`config.mk`:
```
export PLATFORM = sky130hd
export DESIGN_NAME = systemizer_host_port
export DESIGN_NICKNAME = d
export VERILOG_FILES = /design/src/rtl/systemizer_host_port.sv
export SDC_FILE = /design/constraint.sdc
export NUM_CORES = 1
export LEC_CHECK = 0
export CORE_MARGIN = 5
export CORE_UTILIZATION = 40
export CTS_CLUSTER_DIAMETER = 100
export DETAILED_ROUTE_END_ITERATION = 7
export HOLD_SLACK_MARGIN = 0.05
export PLACE_DENSITY = 0.76
export SLEW_MARGIN = 20
export SYNTH_ARGS = -nofsm -noshare
export SYNTH_HDL_FRONTEND = slang
export SYNTH_SLANG_ARGS = --single-unit
```
`constraint.sdc`:
```
create_clock -name clk -period 1.7 [get_ports clk]
set_input_delay 0.17 -clock clk [delete_from_list [all_inputs] [get_ports clk]]
set_output_delay 0.17 -clock clk [all_outputs]
set_load 0.01 [all_outputs]
```
`src/rtl/systemizer_host_port.sv`:
```
// rtl/systemizer_host_port.sv - host-side loader/launcher/reader for one systemizer memory port
// Optional ELEMENT_CHECK_EN: flags loaded words containing an element >= M in err_elem.
module systemizer_host_port #(
  parameter int L      = 8,
  parameter int K      = 16,
  parameter int M      = 3,
  parameter int BLOCK  = 4,
  parameter int RD_LAT = 1,
  localparam int E     = $clog2(M),
  localparam int W     = BLOCK * E,
  localparam int DEPTH = L * K / BLOCK,
  localparam int AW    = $clog2(DEPTH)
) (
  input  logic          clk,
  input  logic          rst,
  input  logic [W-1:0]  in_data,
  input  logic          in_valid,
  output logic          in_ready,
  output logic [W-1:0]  out_data,
  output logic          out_valid,
  input  logic          out_ready,
  input  logic          abort,
  output logic          busy,
  output logic          result_ok,
  output logic          result_fail,
  output logic          err_elem,
  output logic          sys_wr_en,
  output logic [AW-1:0] sys_wr_addr,
  output logic [W-1:0]  sys_data_in,
  output logic          sys_rd_en,
  output logic [AW-1:0] sys_rd_addr,
  input  logic [W-1:0]  sys_data_out,
  output logic          sys_start,
  input  logic          sys_done,
  input  logic          sys_fail,
  input  logic          sys_success
);

  typedef enum logic [2:0] {
    S_IDLE, S_LOAD, S_START, S_WAIT, S_READ, S_FETCH, S_DRAIN
  } state_t;

  localparam logic [AW-1:0] LAST = AW'(DEPTH - 1);

  state_t        state_q, state_d;
  logic [AW-1:0] wcnt_q, wcnt_d, rcnt_q, rcnt_d;
  logic [1:0]    lat_q, lat_d;
  logic [W-1:0]  out_data_q, out_data_d;
  logic          out_valid_q, out_valid_d;
  logic          ok_q, ok_d, fail_q, fail_d, err_q, err_d;
  logic          elem_bad;

`ifdef ELEMENT_CHECK_EN
  always_comb begin
    elem_bad = 1'b0;
    for (int i = 0; i < BLOCK; i++) begin
      if (int'(in_data[i*E +: E]) >= M) elem_bad = 1'b1;
    end
  end
`else
  assign elem_bad = 1'b0;
`endif

  always_ff @(posedge clk or posedge rst) begin
    if (rst) begin
      state_q     <= S_IDLE;
      wcnt_q      <= '0;
      rcnt_q      <= '0;
      lat_q       <= '0;
      out_data_q  <= '0;
      out_valid_q <= 1'b0;
      ok_q        <= 1'b0;
      fail_q      <= 1'b0;
      err_q       <= 1'b0;
    end else begin
      state_q     <= state_d;
      wcnt_q      <= wcnt_d;
      rcnt_q      <= rcnt_d;
      lat_q       <= lat_d;
      out_data_q  <= out_data_d;
      out_valid_q <= out_valid_d;
      ok_q        <= ok_d;
      fail_q      <= fail_d;
      err_q       <= err_d;
    end
  end

  always_comb begin
    state_d     = state_q;
    wcnt_d      = wcnt_q;
    rcnt_d      = rcnt_q;
    lat_d       = lat_q;
    out_data_d  = out_data_q;
    out_valid_d = out_valid_q;
    ok_d        = ok_q;
    fail_d      = fail_q;
    err_d       = err_q;
    in_ready    = 1'b0;
    sys_wr_en   = 1'b0;
    sys_wr_addr = '0;
    sys_data_in = '0;
    sys_rd_en   = 1'b0;
    sys_rd_addr = '0;
    sys_start   = 1'b0;

    case (state_q)
      S_IDLE: begin
        if (in_valid) begin
          state_d = S_LOAD;
          wcnt_d  = '0;
          ok_d    = 1'b0;
          fail_d  = 1'b0;
          err_d   = 1'b0;
        end
      end
      S_LOAD: begin
        in_ready    = 1'b1;
        sys_wr_addr = wcnt_q;
        sys_data_in = in_data;
        if (in_valid) begin
          sys_wr_en = 1'b1;
          if (elem_bad) err_d = 1'b1;
          if (wcnt_q == LAST) begin
            wcnt_d  = '0;
            state_d = S_START;
          end else begin
            wcnt_d = wcnt_q + AW'(1);
          end
        end
      end
      S_START: begin
        sys_start = 1'b1;
        state_d   = S_WAIT;
      end
      S_WAIT: begin
        // Fail dominates; a done with neither status bit is treated as a failure too.
        if (sys_done) begin
          if (sys_fail || !sys_success) begin
            fail_d  = 1'b1;
            state_d = S_IDLE;
          end else begin
            ok_d    = 1'b1;
            rcnt_d  = '0;
            state_d = S_READ;
          end
        end
      end
      S_READ: begin
        sys_rd_en   = 1'b1;
        sys_rd_addr = rcnt_q;
        lat_d       = '0;
        state_d     = S_FETCH;
      end
      S_FETCH: begin
        if (lat_q == 2'(RD_LAT - 1)) begin
          out_data_d  = sys_data_out;
          out_valid_d = 1'b1;
          state_d     = S_DRAIN;
        end else begin
          lat_d = lat_q + 2'd1;
        end
      end
      S_DRAIN: begin
        if (out_ready) begin
          out_valid_d = 1'b0;
          out_data_d  = '0;
          if (rcnt_q == LAST) begin
            rcnt_d  = '0;
            state_d = S_IDLE;
          end else begin
            rcnt_d  = rcnt_q + AW'(1);
            state_d = S_READ;
          end
        end
      end
      default: state_d = S_IDLE;
    endcase

    // Abort overrides everything except the sticky status, which reports the last completed run.
    if (abort) begin
      state_d     = S_IDLE;
      wcnt_d      = '0;
      rcnt_d      = '0;
      lat_d       = '0;
      out_data_d  = '0;
      out_valid_d = 1'b0;
      ok_d        = ok_q;
      fail_d      = fail_q;
      err_d       = err_q;
    end
  end

  assign busy        = (state_q != S_IDLE);
  assign out_data    = out_data_q;
  assign out_valid   = out_valid_q;
  assign result_ok   = ok_q;
  assign result_fail = fail_q;
  assign err_elem    = err_q;

endmodule

```
Word-level counts from Yosys, hierarchy flattened
Cells that the tools add are included.
{ "word_totals": {"ff_bits": 26, "latch_bits": 0, "ramBits": 0, "rom_bits": 0, "inputBits": 24, "elab_cells": 96, "n_memories": 0} }
{ "classes": {"add_sub_neg": 3, "mul": 0, "div_mod_pow": 0, "n_lt_le_gt_ge": 0, "eq_ne": 20, "n_shift": 0, "muxes": 47, "bitwise": 1, "n_reduce_logical": 17} }
{ "op_table": {"columns": ["op", "count"], "rows": [
  ["$mux W5", 11],
  ["$mux W8", 4],
  ["$mux W3", 9],
  ["$ne A3 B3 Y1 const B", 8],
  ["$pmux W3 S7", 1],
  ["$pmux W5 S2", 2],
  ["$pmux W8 S2", 1],
  ["$reduce_bool A3 Y1", 5],
  ["$mux W1", 13],
  ["$add A5 B1 Y5 const B", 2],
  ["$eq A5 B5 Y1 const B", 2],
  ["$reduce_and A5 Y1", 2],
  ["$eq A3 B3 Y1 const B", 3],
  ["$ne A2 B2 Y1 const B", 4],
  ["$eq A3 B2 Y1 const B", 2],
  ["$pmux W1 S2", 3],
  ["$reduce_and A3 Y1", 2],
  ["$reduce_and A6 Y1", 1],
  ["$mux W2", 2],
  ["$pmux W2 S2", 1],
  ["$reduce_and A4 Y1", 1],
  ["$eq A3 B1 Y1 const B", 1],
  ["$logic_not A3 Y1", 1],
  ["$add A2 B1 Y2 const B", 1],
  ["6 further kinds", 6]
]} }

Logic depth before layout (Yosys ltp)
Gate-level depths: netlist of the first run.
{ "depth": {"ltp_word": 6, "depth_mapped": 7, "ltp_nobuf": 7} }

Least setup slack after synthesis of the first run
Ideal clock, no wire load.
{ "synth_path": {"path_kind": "register to register", "from": "reg wcnt_q[0]", "to": "reg wcnt_q[3]", "setup_time_ps": 95, "arrival_ps": 1628, "setup_slack_ps": -23, "path_stages_with_launch": 8, "period_less_slack_ps": 1723, "cell_sequence": "dfrtp_1 -> ha_1 -> and3_1 -> ha_1 -> nor2_1 -> nand2_1 -> or2_2 -> o31ai_1"} }
{ "synth_between": {"elab_chain_cells": 5} }
{ "synth_rtl": {"columns": ["element", "line", "rtl"], "rows": [
  ["start, declared", "46", "logic [AW-1:0] wcnt_q, wcnt_d, rcnt_q, rcnt_d;"],
  ["start signal, assigned", "77", "wcnt_q <= wcnt_d;"],
  ["$add A5 B1 Y5 or $eq A5 B5 Y1 (tied branches)", "127, 123", null],
  ["$mux W5 *", "123", "if (wcnt_q == LAST) begin"],
  ["$mux W5 *", "120", "if (in_valid) begin"],
  ["$pmux W5 S2 *", "106", "case (state_q)"],
  ["$mux W5 *", "180", "if (abort) begin"]
]} }
Every way passes the cells marked *; elsewhere a longest branch is shown, timed or not. The select of a mux whose other input is x is not followed.
A chain may end at the register's enable or synchronous reset.

Worst setup path after layout of the first run
{ "layout_path": {"from": "reg state_q[1]", "to": "reg rcnt_q[2]"} }
{ "layout_between": {"elab_chain_cells": 3} }
{ "layout_rtl": {"columns": ["element", "line", "rtl"], "rows": [
  ["start, declared", "45", "state_t state_q, state_d;"],
  ["start signal, assigned", "76", "state_q <= state_d;"],
  ["$eq A3 B2 Y1 or $eq A3 B3 Y1 (tied branches)", "106", null],
  ["$ne A3 B3 Y1 (no source line), or another cell as far along", null, null],
  ["$reduce_and A4 Y1 (no source line) or $mux W5 (tied branches)", null, null],
  ["end signal, assigned", "78", "rcnt_q <= rcnt_d;"],
  ["end, declared", "46", null]
]} }
Several ways; a longest one is shown, not always the timed one.

==> results.yml, run 1 <==
clock_network:
  root_buffer: "clkbuf_8"
  h-tree-depth: 1
  cts_tree: "built"
  clkTransAtPathRegs_ns: 0.09
  cts_hold_buf: 0
  clkSinkCount: 26
  cts_buffers: 3
  insertion_delay_ns: 0.27
  cts_buffer_depth: 2
route:
  num_vias: 1572
  firstDrtPassIters: 4
  drt_wl_total_um: 4350
  drtIter0Drc: 90
  route.detailed.drc: 0
  avgViaCountPerCell: 5.15
  routedWlPerCell_um: 14.3
  ant_nets: 0
floorplan:
  die_w_um: 72.7
  pin_count: 59
  core_region_area_sq_mm: 0.00374
  start_util: 0.420
  die_area_sq_mm: 0.00529
  die_h_um: 72.7
  row_count: 22
global_route:
  grt_first_pass_wirelength_um: 6890
  grt-ovfl-total: 0
  grt_max_degree: 27
  grt_use_total: 0.161
  antenna_found_initial: 0
  grt_pass1_vias: 1530
logic_synthesis:
  syn_area_per_cell_sq_um: 9.31
  synth.area.top_cells: "dfrtp_1 (41%), and2_1 (8.4%), a22o_1 (6.1%)"
  synthCells: 169
  yosysWarnings: 0
  synth_area_sq_mm: 0.00157
  yosys_register_bits: 26
  synthDominantCellAreaShare: 0.414
  yosysSeqAreaShare: 0.414
  ys.flop_type: "dfrtp_1"
  synth.largest_area_cell: "dfrtp_1"
  synth_cell_type_count: 42
  async_flop_share: 1.00
  synth-edff-count: 0
  synth_fp_nets: 198
setup_path:
  arrival_ns: 1.88
  rr_worst_depth: 6
  crit_path_end: "rcnt_q[2]"
  r2r-start: "state_q[1]"
  regToRegEndpoint: "rcnt_q[2]"
  start_kind: "register"
  crit_family: "simple AND/OR/NAND/NOR gates"
  critPathSlowestCell: "dfrtp_2"
  worst-setup-path-type: "reg2reg"
  cp.depth: 6
  cp_num_buf_inv: 2
  path_cells: "buf_6 > buf_4 > nand2_1 > or3_4 > and3_4 > a221o_1"
  worst_ep_required_time_ns: 1.86
  critPathMaxFanout: 3
  cp-startpoint: "state_q[1]"
  slowest_delay_ns: 0.40
  regToRegSetupSlack_ns: -0.02
  end_kind: "register"
power:
  irDropWorstVdd_mv: 0.491
  power.density_mw_per_mm2: 543
  p_total_mw: 1.38
  p_leak_nw: 1.21
final_layout:
  drive_gt1_frac: 0.300
  most-common-layout-cells: "clkdlybuf4s50_1 (34), buf_4 (34), dfrtp_1 (24)"
  antenna_cells: 0
  nets: 288
  area_growth_pct: 62.0
place:
  dp_hpwl_um: 3070
  pre_cts_ws_ns: -0.166
  numPortBuffers: 57
  place.gp.congestion: 0.834
sta:
  period_minus_slack_ns: 1.72
  setup_viol: 1
  rsz0062_at_grt: "true"
  fmax_mhz: 583
  post-route-period-util: 1.01
  fin_skew_ns: 0.00533
  finalMaxSlewViolations: 0
  final.setup.tns_ns: -0.0155
  hold_violations: 0
  layout_setup_ws_ns: -0.0155
hold_path:
  hold_path_class: "in2async"
run:
  maxCapViolations: 0
run_status:
  violations: "negative setup slack"
  status: "complete, but fails checks"
## cells in the mapped netlist (2+ instances only)
cell type	count
and2_1	21
o22ai_1	2
a211oi_1	2
o21ai_0	7
nand2_1	6
nor3_1	3
inv_1	7
nand2b_1	6
buf_2	4
dfrtp_1	26
a21oi_1	11
a21o_1	2
a22o_1	11
nor4_1	3
ha_1	5
nor2b_1	5
and3_1	8
clkbuf_1	2
nor2_1	8
nand3_1	8
## stage by stage
step	cells	hold WS [ns]	util	instance area [sq um]
floorplan	169	0.210	-	1580
CTS	301	0.270	0.657	2460
global route	305	0.297	0.680	2550
detailed placement	291	0.481	0.631	2360
global placement	291	0.483	0.631	2360
finish	305	0.255	0.680	2550
## final cells by class
class                      count  area, sq um
clock buffer                   3         41.3
fill                         308         1200
inverter                       7         26.3
multi-input combinational    127          940
sequential                    26          653
tap                           48         60.1
timing repair buffer          94          827
## state kept, by name, summed over array words and instances (netlist names)
name,flops
result_ok,1
rcnt_q,5
state_q,3
result_fail,1
wcnt_q,5
out_valid,1
lat_q,2
out_data,8
## cell families (layout without fill, tap and decap cells)
family / after synthesis / count (layout) / share of synthesized area
AND/OR/NAND/NOR: 77 / 77 / 0.299
adder cells (fa/ha/maj): 5 / 5 / 0.0398
flip-flops: 26 / 26 / 0.414
other: 1 / 1 / 0.00238
buffers and inverters: 16 / 104 / 0.0485
AO/OA/AOI/OAI: 43 / 43 / 0.191
XOR/XNOR: 1 / 1 / 0.00557
## worst min path at each step
| stage | from | to | slack (ns) | depth (start not counted) |
|---|---|---|---|---|
| 2_1_floorplan | rst | lat_q[0] | 0.21 | 1 |
| 3_3_place_gp | out_valid | out_valid | 0.48 | 1 |
| 3_5_place_dp | out_valid | out_valid | 0.48 | 1 |
| 4_1_cts | rst | wcnt_q[1] | 0.27 | 3 |
| 5_1_grt | rst | wcnt_q[2] | 0.30 | 3 |
| 6_report | rst | out_data[0] | 0.26 | 3 |
## tightest hold or removal path: stages
cell and delay (ns):
clkdlybuf4s50_1 0.40, inv_1 0.05, buf_4 0.31
## metal layers
layer / part of all wire / routed length, um / track usage / up-vias
li1: - / - / - / 778
met1: 0.40 / 1750 / 0.193 / 751
met3: 0.051 / 224 / 0.0303 / 3
met2: 0.54 / 2360 / 0.301 / 40
met5: 0 / 0 / 0 / -
met4: 0.0044 / 19 / 0.0266 / 0
## report_power, final
part / leakage [nW] / switching, mW / internal, mW
clock: 0.0216 / 0.185 / 0.159
combinational: 0.836 / 0.176 / 0.214
sequential: 0.355 / 0.0137 / 0.637
total: 1.21 / 0.374 / 1.01
## repair_timing
item	4_1_cts	5_1_grt
pin swaps	7	9
setup buffers	7	4
setup endpoints to repair	37	39
resized for setup	37	41
Note: power is estimated with default switching activity, not from simulation.
==> run 2: changes to the inputs <==
Settings changed: CELL_PAD_IN_SITES_DETAIL_PLACEMENT set to 1, CELL_PAD_IN_SITES_GLOBAL_PLACEMENT set to 1, CORE_UTILIZATION 40 to 29, PLACE_DENSITY 0.76 to unset, PLACE_DENSITY_LB_ADDON set to 0.1.
==> run 2 against run 1 <==
The flow now finishes without violations. Sequential power about the same. Count of clock-buffer cells in the layout unchanged. Die area rose by 32%. Register-to-register slack improved by 0.03 ns. Maximum frequency is 1.5% higher. Worst hold slack got worse by 0.0011 ns. Clock power up 56%. Final cell count up 9.5%. Sequential share of layout area is 2.2 points lower. Routed wire length is 30% higher. Critical endpoint is now wcnt_q[3].
==> results.yml, run 2 (same netlist as run 1, synthesis figures left out) <==
setup_path:
  regToRegSetupSlack_ns: 0.01
  critPathSlowestCell: "dfrtp_2"
  cp.depth: 7
  cp_num_buf_inv: 3
  slowest_delay_ns: 0.47
  rr_worst_depth: 7
  arrival_ns: 1.89
  start_kind: "register"
  r2r-start: "state_q[1]"
  cp-startpoint: "state_q[1]"
  critPathMaxFanout: 4
  worst_ep_required_time_ns: 1.90
  worst-setup-path-type: "reg2reg"
  crit_family: "simple AND/OR/NAND/NOR gates"
  regToRegEndpoint: "wcnt_q[3]"
  end_kind: "register"
  crit_path_end: "wcnt_q[3]"
  cpMostUsedCell: "buf_6"
  path_cells: "nor3b_4 > buf_12 > buf_6 > buf_6 > nand2_4 > or2_4 > o31ai_2"
power:
  irDropWorstVdd_mv: 0.308
  p_leak_nw: 1.31
  power.density_mw_per_mm2: 598
sta:
  hold_violations: 0
  setup_viol: 0
  final.setup.tns_ns: 0
  rsz0062_at_grt: "true"
  finalMaxSlewViolations: 0
  period_minus_slack_ns: 1.69
  post-route-period-util: 0.994
  fmax_mhz: 592
  fin_skew_ns: 0.00506
global_route:
  antenna_found_initial: 0
  grt_max_degree: 27
  grt-ovfl-total: 0
  grt_first_pass_wirelength_um: 9160
  grt_pass1_vias: 1906
  grt_use_total: 0.157
place:
  dp_hpwl_um: 3960
  numPortBuffers: 57
  place.gp.congestion: 0.801
  dpl.cell_count: 312
clock_network:
  cts_tree: "built"
  insertion_delay_ns: 0.28
  clkTransAtPathRegs_ns: 0.10
  h-tree-depth: 1
  cts_hold_buf: 0
  root_buffer: "clkbuf_8"
  clkSinkCount: 26
  cts_buffers: 3
  cts_buffer_depth: 2
floorplan:
  row_count: 26
  die_w_um: 83.6
  core_region_area_sq_mm: 0.00517
  start_util: 0.304
  die_area_sq_mm: 0.00700
  pin_count: 59
  die_h_um: 83.6
final_layout:
  utilization: 0.539
  drive_gt1_frac: 0.439
  largest_register_ffs: 8
  final_common_cell: "clkdlybuf4s50_1"
  antenna_cells: 0
  area_growth_pct: 77.4
  nets: 294
  most-common-layout-cells: "clkdlybuf4s50_1 (34), buf_4 (32), dfrtp_1 (24)"
  fin_cells: 334
run:
  maxCapViolations: 0
route:
  num_vias: 1653
  drt_wl_total_um: 5640
  avgViaCountPerCell: 4.95
  firstDrtPassIters: 4
  routedWlPerCell_um: 16.9
  route.detailed.drc: 0
  drtIter0Drc: 23
  ant_nets: 0
hold_path:
  hold_path_class: "in2async"
run_status:
  status: "completed"
-- run 2: changes by cell type in the layout (fill, tap and decap cells not counted), sizes merged --
cell           before  now
buf                37   62
bufinv              0    1
clkbuf             10    4
clkdlybuf4s15      11    1
dlygate4sd2         5    2
-- run 2: power breakdown --
part	leakage, nW	internal (mW)	switching [mW]
logic	0.922	0.268	0.209
clock network	0.0357	0.316	0.221
registers	0.355	0.637	0.0162
total	1.31	1.22	0.446
-- run 2: cell type report --
| cell class | count | area, sq um |
|---|---|---|
| Tap cell | 70 | 87.6 |
| Sequential cell | 26 | 653 |
| Fill cell | 567 | 2380 |
| Timing Repair Buffer | 100 | 916 |
| Clock inverter | 1 | 30.0 |
| Inverter | 7 | 26.3 |
| Multi-Input combinational cell | 127 | 1040 |
| Clock buffer | 3 | 41.3 |
-- run 2: per-layer routing --
| metal | vias to the layer above | routed length (um) | share of wire | global-route usage |
|---|---|---|---|---|
| met4 | 0 | 104 | 0.018 | 0.0541 |
| met1 | 828 | 2320 | 0.41 | 0.178 |
| met5 | - | 0 | 0 | 0 |
| met2 | 30 | 3100 | 0.55 | 0.300 |
| li1 | 784 | - | - | - |
| met3 | 11 | 116 | 0.021 | 0.0197 |
-- run 2: through the flow --
step / setup slack (ns) / hold slack (ns) / total power, mW / cell area, sq um
global route: -0.0495 / 0.306 / 1.75 / 2790
floorplan: 0.00521 / 0.210 / 0.817 / 1580
global placement: -0.115 / 0.461 / 1.02 / 2380
CTS: -0.0651 / 0.271 / 1.61 / 2540
detailed placement: -0.159 / 0.493 / 1.03 / 2380
finish: 0.0105 / 0.254 / 1.67 / 2790
-- run 2: worst min path at each step --
stage	slack (ns)	endpoint	depth (start not counted)	startpoint
finish	0.25	wcnt_q[2]	3	rst
global route	0.31	wcnt_q[2]	3	rst
CTS	0.27	out_valid	3	rst
detailed placement	0.49	out_valid	1	out_valid
global placement	0.46	out_valid	1	out_valid
floorplan	0.21	lat_q[0]	1	rst
-- run 2: tightest hold or removal path: stages --
cell	delay, ns
clkdlybuf4s50_1	0.40
inv_1	0.05
buf_4	0.33
-- run 2: timing repair --
item,4_1_cts,5_1_grt
buffers inserted,10,8
pin swaps,6,23
resized for setup,97,62
gates cloned,1,0
endpoints found under the setup margin,37,42
